<file path="config.mk">
export PLATFORM = sky130hd
export DESIGN_NAME = pulse_burst_sched_flat
export DESIGN_NICKNAME = d
export VERILOG_FILES = /design/src/rtl/pulse_sched_pkg.sv /design/src/rtl/pulse_burst_sched_if.sv /design/src/rtl/rr_arbiter.sv /design/src/rtl/pulse_burst_sched.sv /design/src/flat_wrapper.sv
export SDC_FILE = /design/constraint.sdc
export NUM_CORES = 1
export LEC_CHECK = 0
export ABC_AREA = 1
export CAP_MARGIN = 30
export CORE_MARGIN = 2
export CORE_UTILIZATION = 58
export CTS_BUF_LIST = sky130_fd_sc_hd__clkbuf_2
export DETAILED_ROUTE_END_ITERATION = 10
export PLACE_DENSITY = 0.89
export SETUP_SLACK_MARGIN = 0.05
export SYNTH_ARGS = -nofsm -noshare
export SYNTH_HDL_FRONTEND = slang
export SYNTH_HIERARCHICAL = 1
export SYNTH_SLANG_ARGS = --single-unit
</file>
<file path="constraint.sdc">
create_clock -name clk -period 9.4 [get_ports clk]
set_clock_uncertainty 0.2 [all_clocks]
set_input_delay 0.94 -clock clk [delete_from_list [all_inputs] [get_ports clk]]
set_output_delay 0.94 -clock clk [all_outputs]
set_load 0.02 [all_outputs]
</file>
<file path="src/rtl/pulse_sched_pkg.sv">
// Shared types, default sizes and config normalisation helpers for the pulse burst scheduler.
package pulse_sched_pkg;

  localparam int unsigned DefNReq   = 4;
  localparam int unsigned DefCntW   = 8;
  localparam int unsigned DefBurstW = 4;
  localparam int unsigned DefIdW    = 2;

  typedef enum logic [1:0] {
    StIdle,
    StHigh,
    StLow,
    StDone
  } state_e;

  function automatic int unsigned norm_width(input int unsigned width);
    return (width == 0) ? 1 : width;
  endfunction

  // Low-phase length p_eff - w_eff; always at least one cycle so pulses never merge.
  function automatic int unsigned norm_low_len(input int unsigned w_eff,
                                               input int unsigned period);
    int unsigned p_eff;
    p_eff = (period > w_eff) ? period : w_eff + 1;
    return p_eff - w_eff;
  endfunction

endpackage

</file>
<file path="src/rtl/pulse_burst_sched_if.sv">
// Request/config/pulse bundle between the control logic and the burst scheduler.
interface pulse_burst_sched_if #(
  parameter int unsigned N_REQ   = 4,
  parameter int unsigned CNT_W   = 8,
  parameter int unsigned BURST_W = 4,
  parameter int unsigned ID_W    = 2
);
  logic [N_REQ-1:0]         req;
  logic [N_REQ*CNT_W-1:0]   cfg_width;
  logic [N_REQ*CNT_W-1:0]   cfg_period;
  logic [N_REQ*BURST_W-1:0] cfg_count;
  logic [N_REQ-1:0]         grant;
  logic                     busy;
  logic                     pulse;
  logic                     done;
  logic [ID_W-1:0]          done_id;

  modport master (
    output req, cfg_width, cfg_period, cfg_count,
    input  grant, busy, pulse, done, done_id
  );

  modport slave (
    input  req, cfg_width, cfg_period, cfg_count,
    output grant, busy, pulse, done, done_id
  );
endinterface

</file>
<file path="src/rtl/rr_arbiter.sv">
// Combinational round-robin pick: first asserted request at or above ptr_i, wrapping.
module rr_arbiter #(
  parameter int unsigned N_REQ = 4,
  parameter int unsigned ID_W  = 2
) (
  input  logic [N_REQ-1:0] req_i,
  input  logic [ID_W-1:0]  ptr_i,
  output logic [N_REQ-1:0] grant_o,
  output logic [ID_W-1:0]  idx_o,
  output logic             valid_o
);

  logic [ID_W-1:0] cand;

  always_comb begin
    grant_o = '0;
    idx_o   = '0;
    valid_o = 1'b0;
    cand    = '0;
    for (int unsigned off = 0; off < N_REQ; off++) begin
      cand = ID_W'((32'(ptr_i) + off) % N_REQ);
      if (!valid_o && req_i[cand]) begin
        valid_o       = 1'b1;
        grant_o[cand] = 1'b1;
        idx_o         = cand;
      end
    end
  end

endmodule

</file>
<file path="src/rtl/pulse_burst_sched.sv">
// Round-robin burst scheduler: grants one requester at a time and plays its pulse burst
// on the shared pulse line; all outputs come straight from flops.
module pulse_burst_sched
  import pulse_sched_pkg::*;
#(
  parameter int unsigned N_REQ   = DefNReq,
  parameter int unsigned CNT_W   = DefCntW,
  parameter int unsigned BURST_W = DefBurstW,
  parameter int unsigned ID_W    = DefIdW
) (
  input logic               clk,
  input logic               rst,
  pulse_burst_sched_if.slave bus
);

  state_e               state_q, state_d;
  logic [CNT_W-1:0]     phase_q, phase_d;
  logic [CNT_W-1:0]     w_eff_q, w_eff_d;
  logic [CNT_W-1:0]     low_len_q, low_len_d;
  logic [BURST_W-1:0]   rem_q, rem_d;
  logic [ID_W-1:0]      idx_q, idx_d;
  logic [ID_W-1:0]      rr_ptr_q, rr_ptr_d;
  logic [N_REQ-1:0]     grant_q, grant_d;
  logic                 pulse_q, pulse_d;
  logic                 busy_q, busy_d;
  logic                 done_q, done_d;
  logic [ID_W-1:0]      done_id_q, done_id_d;

  logic [N_REQ-1:0]     arb_grant;
  logic [ID_W-1:0]      arb_idx;
  logic                 arb_valid;

  logic [CNT_W-1:0]     width_arr  [N_REQ];
  logic [CNT_W-1:0]     period_arr [N_REQ];
  logic [BURST_W-1:0]   count_arr  [N_REQ];
  logic [CNT_W-1:0]     sel_width, sel_period;
  logic [BURST_W-1:0]   sel_count;
  int unsigned          sel_w_eff;
  logic [ID_W-1:0]      ptr_after;
  logic                 owner_req;

  rr_arbiter #(
    .N_REQ (N_REQ),
    .ID_W  (ID_W)
  ) u_arb (
    .req_i   (bus.req),
    .ptr_i   (rr_ptr_q),
    .grant_o (arb_grant),
    .idx_o   (arb_idx),
    .valid_o (arb_valid)
  );

  always_comb begin
    for (int i = 0; i < N_REQ; i++) begin
      width_arr[i]  = bus.cfg_width[i*CNT_W +: CNT_W];
      period_arr[i] = bus.cfg_period[i*CNT_W +: CNT_W];
      count_arr[i]  = bus.cfg_count[i*BURST_W +: BURST_W];
    end
  end

  assign sel_width  = width_arr[arb_idx];
  assign sel_period = period_arr[arb_idx];
  assign sel_count  = count_arr[arb_idx];
  assign sel_w_eff  = norm_width(32'(sel_width));
  assign ptr_after  = (idx_q == ID_W'(N_REQ - 1)) ? '0 : idx_q + 1'b1;
  assign owner_req  = bus.req[idx_q];

  always_comb begin
    state_d   = state_q;
    phase_d   = phase_q;
    w_eff_d   = w_eff_q;
    low_len_d = low_len_q;
    rem_d     = rem_q;
    idx_d     = idx_q;
    rr_ptr_d  = rr_ptr_q;
    grant_d   = grant_q;
    busy_d    = busy_q;
    pulse_d   = 1'b0;
    done_d    = 1'b0;
    done_id_d = '0;

    unique case (state_q)
      StIdle: begin
        if (arb_valid) begin
          w_eff_d   = CNT_W'(sel_w_eff);
          low_len_d = CNT_W'(norm_low_len(sel_w_eff, 32'(sel_period)));
          rem_d     = sel_count;
          idx_d     = arb_idx;
          grant_d   = arb_grant;
          busy_d    = 1'b1;
          if (sel_count == '0) begin
            state_d   = StDone;
            done_d    = 1'b1;
            done_id_d = arb_idx;
          end else begin
            state_d = StHigh;
            pulse_d = 1'b1;
            phase_d = CNT_W'(sel_w_eff - 1);
          end
        end
      end
      StHigh, StLow: begin
        if (!owner_req) begin
          // Owner withdrew: drop the channel silently, no done strobe.
          state_d  = StIdle;
          grant_d  = '0;
          busy_d   = 1'b0;
          rr_ptr_d = ptr_after;
        end else if (state_q == StHigh) begin
          if (phase_q == '0) begin
            rem_d = rem_q - 1'b1;
            if (rem_q == BURST_W'(1)) begin
              state_d   = StDone;
              done_d    = 1'b1;
              done_id_d = idx_q;
            end else begin
              state_d = StLow;
              phase_d = low_len_q - 1'b1;
            end
          end else begin
            pulse_d = 1'b1;
            phase_d = phase_q - 1'b1;
          end
        end else begin
          if (phase_q == '0) begin
            state_d = StHigh;
            pulse_d = 1'b1;
            phase_d = w_eff_q - 1'b1;
          end else begin
            phase_d = phase_q - 1'b1;
          end
        end
      end
      StDone: begin
        state_d  = StIdle;
        grant_d  = '0;
        busy_d   = 1'b0;
        rr_ptr_d = ptr_after;
      end
      default: begin
        state_d = StIdle;
        grant_d = '0;
        busy_d  = 1'b0;
      end
    endcase
  end

  always_ff @(posedge clk) begin
    if (rst) begin
      state_q   <= StIdle;
      phase_q   <= '0;
      w_eff_q   <= '0;
      low_len_q <= '0;
      rem_q     <= '0;
      idx_q     <= '0;
      rr_ptr_q  <= '0;
      grant_q   <= '0;
      pulse_q   <= 1'b0;
      busy_q    <= 1'b0;
      done_q    <= 1'b0;
      done_id_q <= '0;
    end else begin
      state_q   <= state_d;
      phase_q   <= phase_d;
      w_eff_q   <= w_eff_d;
      low_len_q <= low_len_d;
      rem_q     <= rem_d;
      idx_q     <= idx_d;
      rr_ptr_q  <= rr_ptr_d;
      grant_q   <= grant_d;
      pulse_q   <= pulse_d;
      busy_q    <= busy_d;
      done_q    <= done_d;
      done_id_q <= done_id_d;
    end
  end

  assign bus.grant   = grant_q;
  assign bus.busy    = busy_q;
  assign bus.pulse   = pulse_q;
  assign bus.done    = done_q;
  assign bus.done_id = done_id_q;

endmodule

</file>
<file path="src/flat_wrapper.sv">
// flat-port wrapper written by rule: the top's interface ports become plain ports
module pulse_burst_sched_flat import pulse_sched_pkg::*;
#(
  parameter int unsigned N_REQ   = DefNReq,
  parameter int unsigned CNT_W   = DefCntW,
  parameter int unsigned BURST_W = DefBurstW,
  parameter int unsigned ID_W    = DefIdW
)
  (clk, rst, bus_req, bus_cfg_width, bus_cfg_period, bus_cfg_count, bus_grant, bus_busy, bus_pulse, bus_done, bus_done_id);
  pulse_burst_sched_if #(.N_REQ(N_REQ), .CNT_W(CNT_W), .BURST_W(BURST_W), .ID_W(ID_W)) bus_i ();
  input logic clk;
  input logic rst;
  input wire logic [$bits(bus_i.req)-1:0] bus_req;
  input wire logic [$bits(bus_i.cfg_width)-1:0] bus_cfg_width;
  input wire logic [$bits(bus_i.cfg_period)-1:0] bus_cfg_period;
  input wire logic [$bits(bus_i.cfg_count)-1:0] bus_cfg_count;
  output wire logic [$bits(bus_i.grant)-1:0] bus_grant;
  output wire logic [$bits(bus_i.busy)-1:0] bus_busy;
  output wire logic [$bits(bus_i.pulse)-1:0] bus_pulse;
  output wire logic [$bits(bus_i.done)-1:0] bus_done;
  output wire logic [$bits(bus_i.done_id)-1:0] bus_done_id;
  assign bus_i.req = bus_req;
  assign bus_i.cfg_width = bus_cfg_width;
  assign bus_i.cfg_period = bus_cfg_period;
  assign bus_i.cfg_count = bus_cfg_count;
  assign bus_grant = bus_i.grant;
  assign bus_busy = bus_i.busy;
  assign bus_pulse = bus_i.pulse;
  assign bus_done = bus_i.done;
  assign bus_done_id = bus_i.done_id;
  pulse_burst_sched #(.N_REQ(N_REQ), .CNT_W(CNT_W), .BURST_W(BURST_W), .ID_W(ID_W)) u_core (.clk(clk), .rst(rst), .bus(bus_i));
endmodule
</file>
After elaboration in Yosys (flattened, before gate mapping)
Cells that the tools add are included.
{ "word_totals": {"in_bits": 86, "register_bits": 43, "word_cells": 166, "out_inout_bits": 9} }
{ "classes": {"eq_ne": 13, "mux": 92, "n_reduce_logical": 23, "n_bitwise": 4, "n_lt_le_gt_ge": 11, "n_addsub": 11} }
{ "op_table": {"columns": ["op", "count"], "rows": [
  ["8-bit 2-to-1 mux", 13],
  ["4-bit 2-to-1 mux", 12],
  ["2-bit 2-to-1 mux", 18],
  ["8-bit binary-select mux with 2-bit select", 2],
  ["8-bit by 32-bit > comparator with 1-bit output", 1],
  ["8-bit by 1-bit subtractor with 8-bit output (second input constant)", 4],
  ["1-bit 2-to-1 mux", 28],
  ["8-bit logical NOT", 2],
  ["8-bit case mux with 2 select lines", 1],
  ["2-bit by 3-bit < comparator with 1-bit output (second input constant)", 5],
  ["4-bit OR", 3],
  ["4-bit case mux with 3 select lines", 1],
  ["1-bit binary-select mux with 2-bit select", 5],
  ["5-bit AND reduction", 2],
  ["8-bit by 1-bit adder with 8-bit output (second input constant)", 1],
  ["4-bit binary-select mux with 2-bit select", 1],
  ["1-bit demux with 2-bit select", 4],
  ["2-bit by 1-bit greater-or-equal comparator with 1-bit output (second input constant)", 4],
  ["2-bit by 1-bit inequality test with 1-bit output (second input constant)", 4],
  ["2-bit case mux with 2 select lines", 2],
  ["4-bit case mux with 2 select lines", 1],
  ["2-bit AND reduction", 4],
  ["8-bit subtractor", 1],
  ["1-bit logical AND", 7],
  ["19 further kinds", 28]
]} }

Logic depth before layout (Yosys ltp)
{ "logic_depth": {"word_depth": 22, "ltp_mapped": 39, "depth_no_buf": 36} }

Hierarchy
The synthesis kept the hierarchy.
{ "by_module_without_submodules": {"columns": ["module", "area_each_um2", "seq_area_each_um2", "cells_per_inst", "instances"], "rows": [
  ["pulse_burst_sched", 4062.6, 860.8, 658, 1],
  ["rr_arbiter", 440.4, 0.0, 74, 1]
]} }

Worst setup path before layout
OpenSTA, ideal clock, no wires.
{ "synth_path": {"kind": "in2reg", "from": "input port bus_req[3]", "to": "register u_core.low_len_q[6]", "t_required_ns": 9.085, "t_arrival_ns": 4.908, "path_buffers": 4, "cell_stages": 34, "setup_ns": 0.115, "slack_ns": 4.177, "cell_sequence": "inv_1 -> nand2_1 -> nand3_4 -> nand2_4 -> nor2_1 -> a21oi_1 -> nand3_1 -> buf_6 -> inv_4 -> buf_6 -> buf_6 -> o211ai_1 -> nand2_2 -> inv_2 -> nand2_4 -> ha_1 -> inv_1 -> nand2_1 -> nand2_1 -> nand2_1 -> nand2_1 -> nand2_1 -> a21boi_0 -> buf_2 -> o21ai_0 -> ha_1 -> fa_1 -> o21ai_0 -> nand2_1 -> nand2_1 -> a21oi_1 -> xor2_1 -> o21ai_0 -> inv_1"} }
{ "synth_via": {"elab_chain_len": 21, "word_cells_on_any_way": 36, "classes_between": "add/sub: 2; order compare: 1; mux: 24; bitwise: 1; reduce/logical: 8"} }
{ "synth_rtl": {"columns": ["element", "line", "source"], "rows": [
  ["from (decl)", "flat_wrapper.sv:13", "input wire logic [$bits(bus_i.req)-1:0] bus_req;"],
  ["1-bit binary-select mux with 2-bit select", "rr_arbiter.sv:22", "if (!valid_o && req_i[cand]) begin"],
  ["1-bit 2-to-1 mux (not written as such)", "rr_arbiter.sv:22", null],
  ["1-bit 2-to-1 mux", "rr_arbiter.sv:22", null],
  ["1-bit logical NOT", "rr_arbiter.sv:22", null],
  ["1-bit logical AND", "rr_arbiter.sv:22", null],
  ["1-bit 2-to-1 mux", "rr_arbiter.sv:22", null],
  ["1-bit logical NOT", "rr_arbiter.sv:22", null],
  ["1-bit logical AND", "rr_arbiter.sv:22", null],
  ["[4 not listed]", null, null],
  ["net u_core.arb_idx[0]", "pulse_burst_sched.sv:30", "logic [ID_W-1:0] arb_idx;"],
  ["[1 not listed]", null, null],
  ["8-bit binary-select mux with 2-bit select (*)", "pulse_burst_sched.sv:61", "assign sel_width = width_arr[arb_idx];"],
  ["8-bit 2-to-1 mux (not written as such) (*) (2 in a row)", "pulse_burst_sched.sv:61", null],
  ["8-bit logical NOT", "pulse_sched_pkg.sv:17", "return (width == 0) ? 1 : width;"],
  ["8-bit 2-to-1 mux (*)", "pulse_sched_pkg.sv:17", null],
  ["net u_core.sel_w_eff[0]", "pulse_burst_sched.sv:38", "int unsigned sel_w_eff;"],
  ["8-bit by 32-bit > comparator with 1-bit output or 8-bit by 1-bit adder with 8-bit output (tied branches)", "pulse_sched_pkg.sv:24", "p_eff = (period > w_eff) ? period : w_eff + 1;"],
  ["8-bit 2-to-1 mux", "pulse_sched_pkg.sv:24", null],
  ["8-bit subtractor (*)", "pulse_sched_pkg.sv:25", "return p_eff - w_eff;"],
  ["to (signal assigned)", "pulse_burst_sched.sv:166", "low_len_q <= low_len_d;"],
  ["to (decl)", "pulse_burst_sched.sv:19", "logic [CNT_W-1:0] low_len_q, low_len_d;"]
]} }
The timed path passes the listed nets; every way through them passes the cells marked *. The select of a mux whose other input is x is not followed.
A chain may end at the register's enable or synchronous reset.

Worst setup path in the final report
{ "layout_path": {"from": "register u_core.rr_ptr_q[0]", "to": "register u_core.low_len_q[6]"} }
{ "layout_via": {"elab_chain_len": 21, "word_cells_on_any_way": 39, "classes_between": "add/sub: 5; order compare: 1; mux: 24; bitwise: 1; reduce/logical: 8"} }
{ "layout_rtl": {"columns": ["element", "line", "source"], "rows": [
  ["from (decl)", "pulse_burst_sched.sv:22", "logic [ID_W-1:0] rr_ptr_q, rr_ptr_d;"],
  ["from (signal assigned)", "pulse_burst_sched.sv:169", "rr_ptr_q <= rr_ptr_d;"],
  ["branches (longest 11 deep; another with 2-bit by 1-bit adder with 2-bit output)", null, null],
  ["2-bit 2-to-1 mux (*)", "rr_arbiter.sv:22", null],
  ["net u_core.arb_idx[1]", "pulse_burst_sched.sv:30", null],
  ["2-bit NOT with 3-bit output (not written as such) (*)", "pulse_burst_sched.sv:61", null],
  ["8-bit binary-select mux with 2-bit select (*)", "pulse_burst_sched.sv:61", null],
  ["8-bit 2-to-1 mux (not written as such) (*) (2 in a row)", "pulse_burst_sched.sv:61", null],
  ["8-bit logical NOT", "pulse_sched_pkg.sv:17", null],
  ["8-bit 2-to-1 mux (*)", "pulse_sched_pkg.sv:17", null],
  ["net u_core.sel_w_eff[0]", "pulse_burst_sched.sv:38", null],
  ["8-bit by 32-bit > comparator with 1-bit output or 8-bit by 1-bit adder with 8-bit output (tied branches)", "pulse_sched_pkg.sv:24", null],
  ["8-bit 2-to-1 mux", "pulse_sched_pkg.sv:24", null],
  ["8-bit subtractor (*)", "pulse_sched_pkg.sv:25", null]
]} }
Mark *: on every way through the listed nets, which the timed path passes. The select of a mux whose other input is x is not followed.

==> impl_results.md <==
- Status: finished clean
- WL met1: 5430 um
- Synth Net Count: 853
- Mapped Cells: 732
- Root Buffer: clkbuf_2
- I/O pins: 95
- RSZ-0062 raised after global routing: no
- Routed WL: 12800 um
- Met3 routed WL: 912 um
- Largest net degree at the start of global routing: 43
- Crit. End Element: flip-flop
- Yosys top cell by area: dfxtp_1
- Critical Path AT: 6.64 ns
- Vias in the first global route: 4930
- Measured slew at the worst slew-check pin: 0.956 ns
- Final hold violations: 0
- FILL cells: 628
- Row count: 32
- Post-synthesis sequential area ratio: 19.1%
- DRT iter0 DRCs: 360
- Final Cycle Share: 69.4%
- Post-cts resize count: 0
- Post-DP HPWL: 10100 um
- Fmax: 153 MHz
- GRT Overall Usage: 30.8%
- Slew Limit Fails: 0
- Finished Cell Area: 5460 um2
- P&R area growth vs syn: 21.3%
- DP Cell Count: 905
- Max-cap violations: 0
- Vias: 5118
- Yosys cell types: 41
- Crit path max-delay cell type: nand3_1
- Initial antenna violation count: 0
- # hold bufs at CTS: 0
- Most used cell, CP: nand2_1
- Wire per inst: 14.0 um
- First-pass GRT wire length: 21600 um
- Remaining Overflow, GRT: 0
- Die Width: 92.1 um
- CORE AREA: 7610 um2
- Die area: 8490 um2
- Min cycle time layout: 6.52 ns
- Number of port buffers: 94
- CTS buffer count: 5
- Synthesized flop and latch total: 43
- Layout cells sized above 1: 6.91%
- Remaining antenna violation count after routing: 0
- Placed inst area: 5420 um2
- Most frequent cell after synthesis: nand2_1
- RePlAce Congestion: 0.994
- H-tree depth: 2
- Synth Cell Area: 4500 um2
- Synth top area cells: dfxtp_1 19%, nand2_1 16%, ha_1 9.4%
- Ys async rst share: 0%
- Crit Path Class: flip-flop to flip-flop
- CP Max Fanout: 25
- Post-synth EDFFs: 0
- DRC: 0
- Slew HR: 36.1%
- WHS: 0.285 ns
- Req. time, crit path: 9.52 ns
- Reg clk slew, reported paths: 0.21 ns
- Commonest cells in the netlist: 188 x nand2_1, 75 x inv_1, 68 x nand3_1, 65 x a21oi_1, 57 x nor2_1
- Clock buffer depth: 2
- Setup TNS: 0 ns
- # Post-CTS Setup Buffers: 0
- Max layer used: met4
- Yosys warns: 6
- Worst path max stage delay: 0.69 ns
- Main synth FF type: dfxtp_1
- DIE HEIGHT: 92.1 um
- Vias per std cell: 5.61
- CTS Sinks: 43
- First-pass DRT Iterations: 5
- Fin cells: 913
- Met2 Wirelength: 6130 um
- Clock latency on the worst-skew pair: 0.42 ns
- Starting density of the core: 59.2%
- Hold Path Class: flip-flop to flip-flop
- Critical Path Source Type: flip-flop
- Count of final setup violators: 0
- Syn avg cell area: 6.15 um2
- Layout Nets: 931
- Ant. Diodes: 0
- CTS tree: built
- Share of the synthesized area in the top cell type: 19.1%
[layout make-up]
type                       instances  area (um2)  area share (%)
multi-input combinational        580        3160            57.9
inverter                          84         318            5.82
sequential                        43         861            15.8
tap                              102         128            2.34
timing repair buffer              96         956            17.5
clock buffer                       5        25.0           0.458
clock inverter                     3        15.0           0.275
[routing by layer]
metal / vias to the layer above / track usage (%)
met1: 2245 / 37.2
met3: 34 / 4.35
met4: 0 / 9.45
li1: 2591 / -
met5: - / 0
met2: 248 / 56.2
[cells by family (layout without fill, tap and decap cells)]
kind of cell / after synthesis / in the layout / share of synthesized area, %
compound gates: 157 / 157 / 18.8
fa+ha+maj: 35 / 35 / 9.89
xor+xnor: 15 / 15 / 2.92
buf+inv: 109 / 188 / 10.7
simple gates: 373 / 373 / 38.6
flops: 43 / 43 / 19.1
[path summary, 6_finish.rpt]
kind                            start                  end  slack (ns)  depth (start not counted)
hold / removal    u_core/bus.grant[3]  u_core/bus.grant[3]        0.28                          2
setup / recovery   u_core/rr_ptr_q[0]  u_core/low_len_q[6]        2.88                         35
setup reg to reg   u_core/rr_ptr_q[0]  u_core/low_len_q[6]        2.88                         35
hold reg to reg   u_core/bus.grant[3]  u_core/bus.grant[3]        0.28                          2
[registers in the layout (all words and copies together) (netlist names), 2 cells and up]
register and flops:
u_core/bus.done_id 2, u_core/bus.grant 4, u_core/idx_q 2, u_core/low_len_q 8, u_core/phase_q 8, u_core/rem_q 4
u_core/rr_ptr_q 2, u_core/state_q 2, u_core/w_eff_q 8
[per-stage QoR]
step / worst slack (ns) / utilization [%]
6_report: 2.88 / 71.8
2_1_floorplan: 4.18 / -
5_1_grt: 2.26 / 71.8
4_1_cts: 2.97 / 71.8
3_5_place_dp: 2.56 / 71.3
3_3_place_gp: 2.75 / 71.3
[worst max-delay path, delay by kind of cell, from the launching register on]
family	cells	cell delay, ns
AOI/OAI and AO/OA	6	0.81
and+or+nand+nor	18	2.21
DFF	1	0.59
xor gates and xnor gates	1	0.14
buffers and inverters	6	1.28
adders and majority gates	4	1.17
[cells in the final DEF (no fill, tap or decap), types with 13 or more instances in the layout]
cell	count
xor2_1	13
a21oi_1	65
ha_1	34
nand4_1	13
nor2_1	57
nand3_1	68
nand2_1	188
nand2_2	13
clkdlybuf4s50_1	94
o21ai_0	51
dfxtp_1	43
inv_1	75
Power is left out: the tool's default activity adds up to more than one toggle a clock period on the data nets, which glitch-free logic cannot reach.
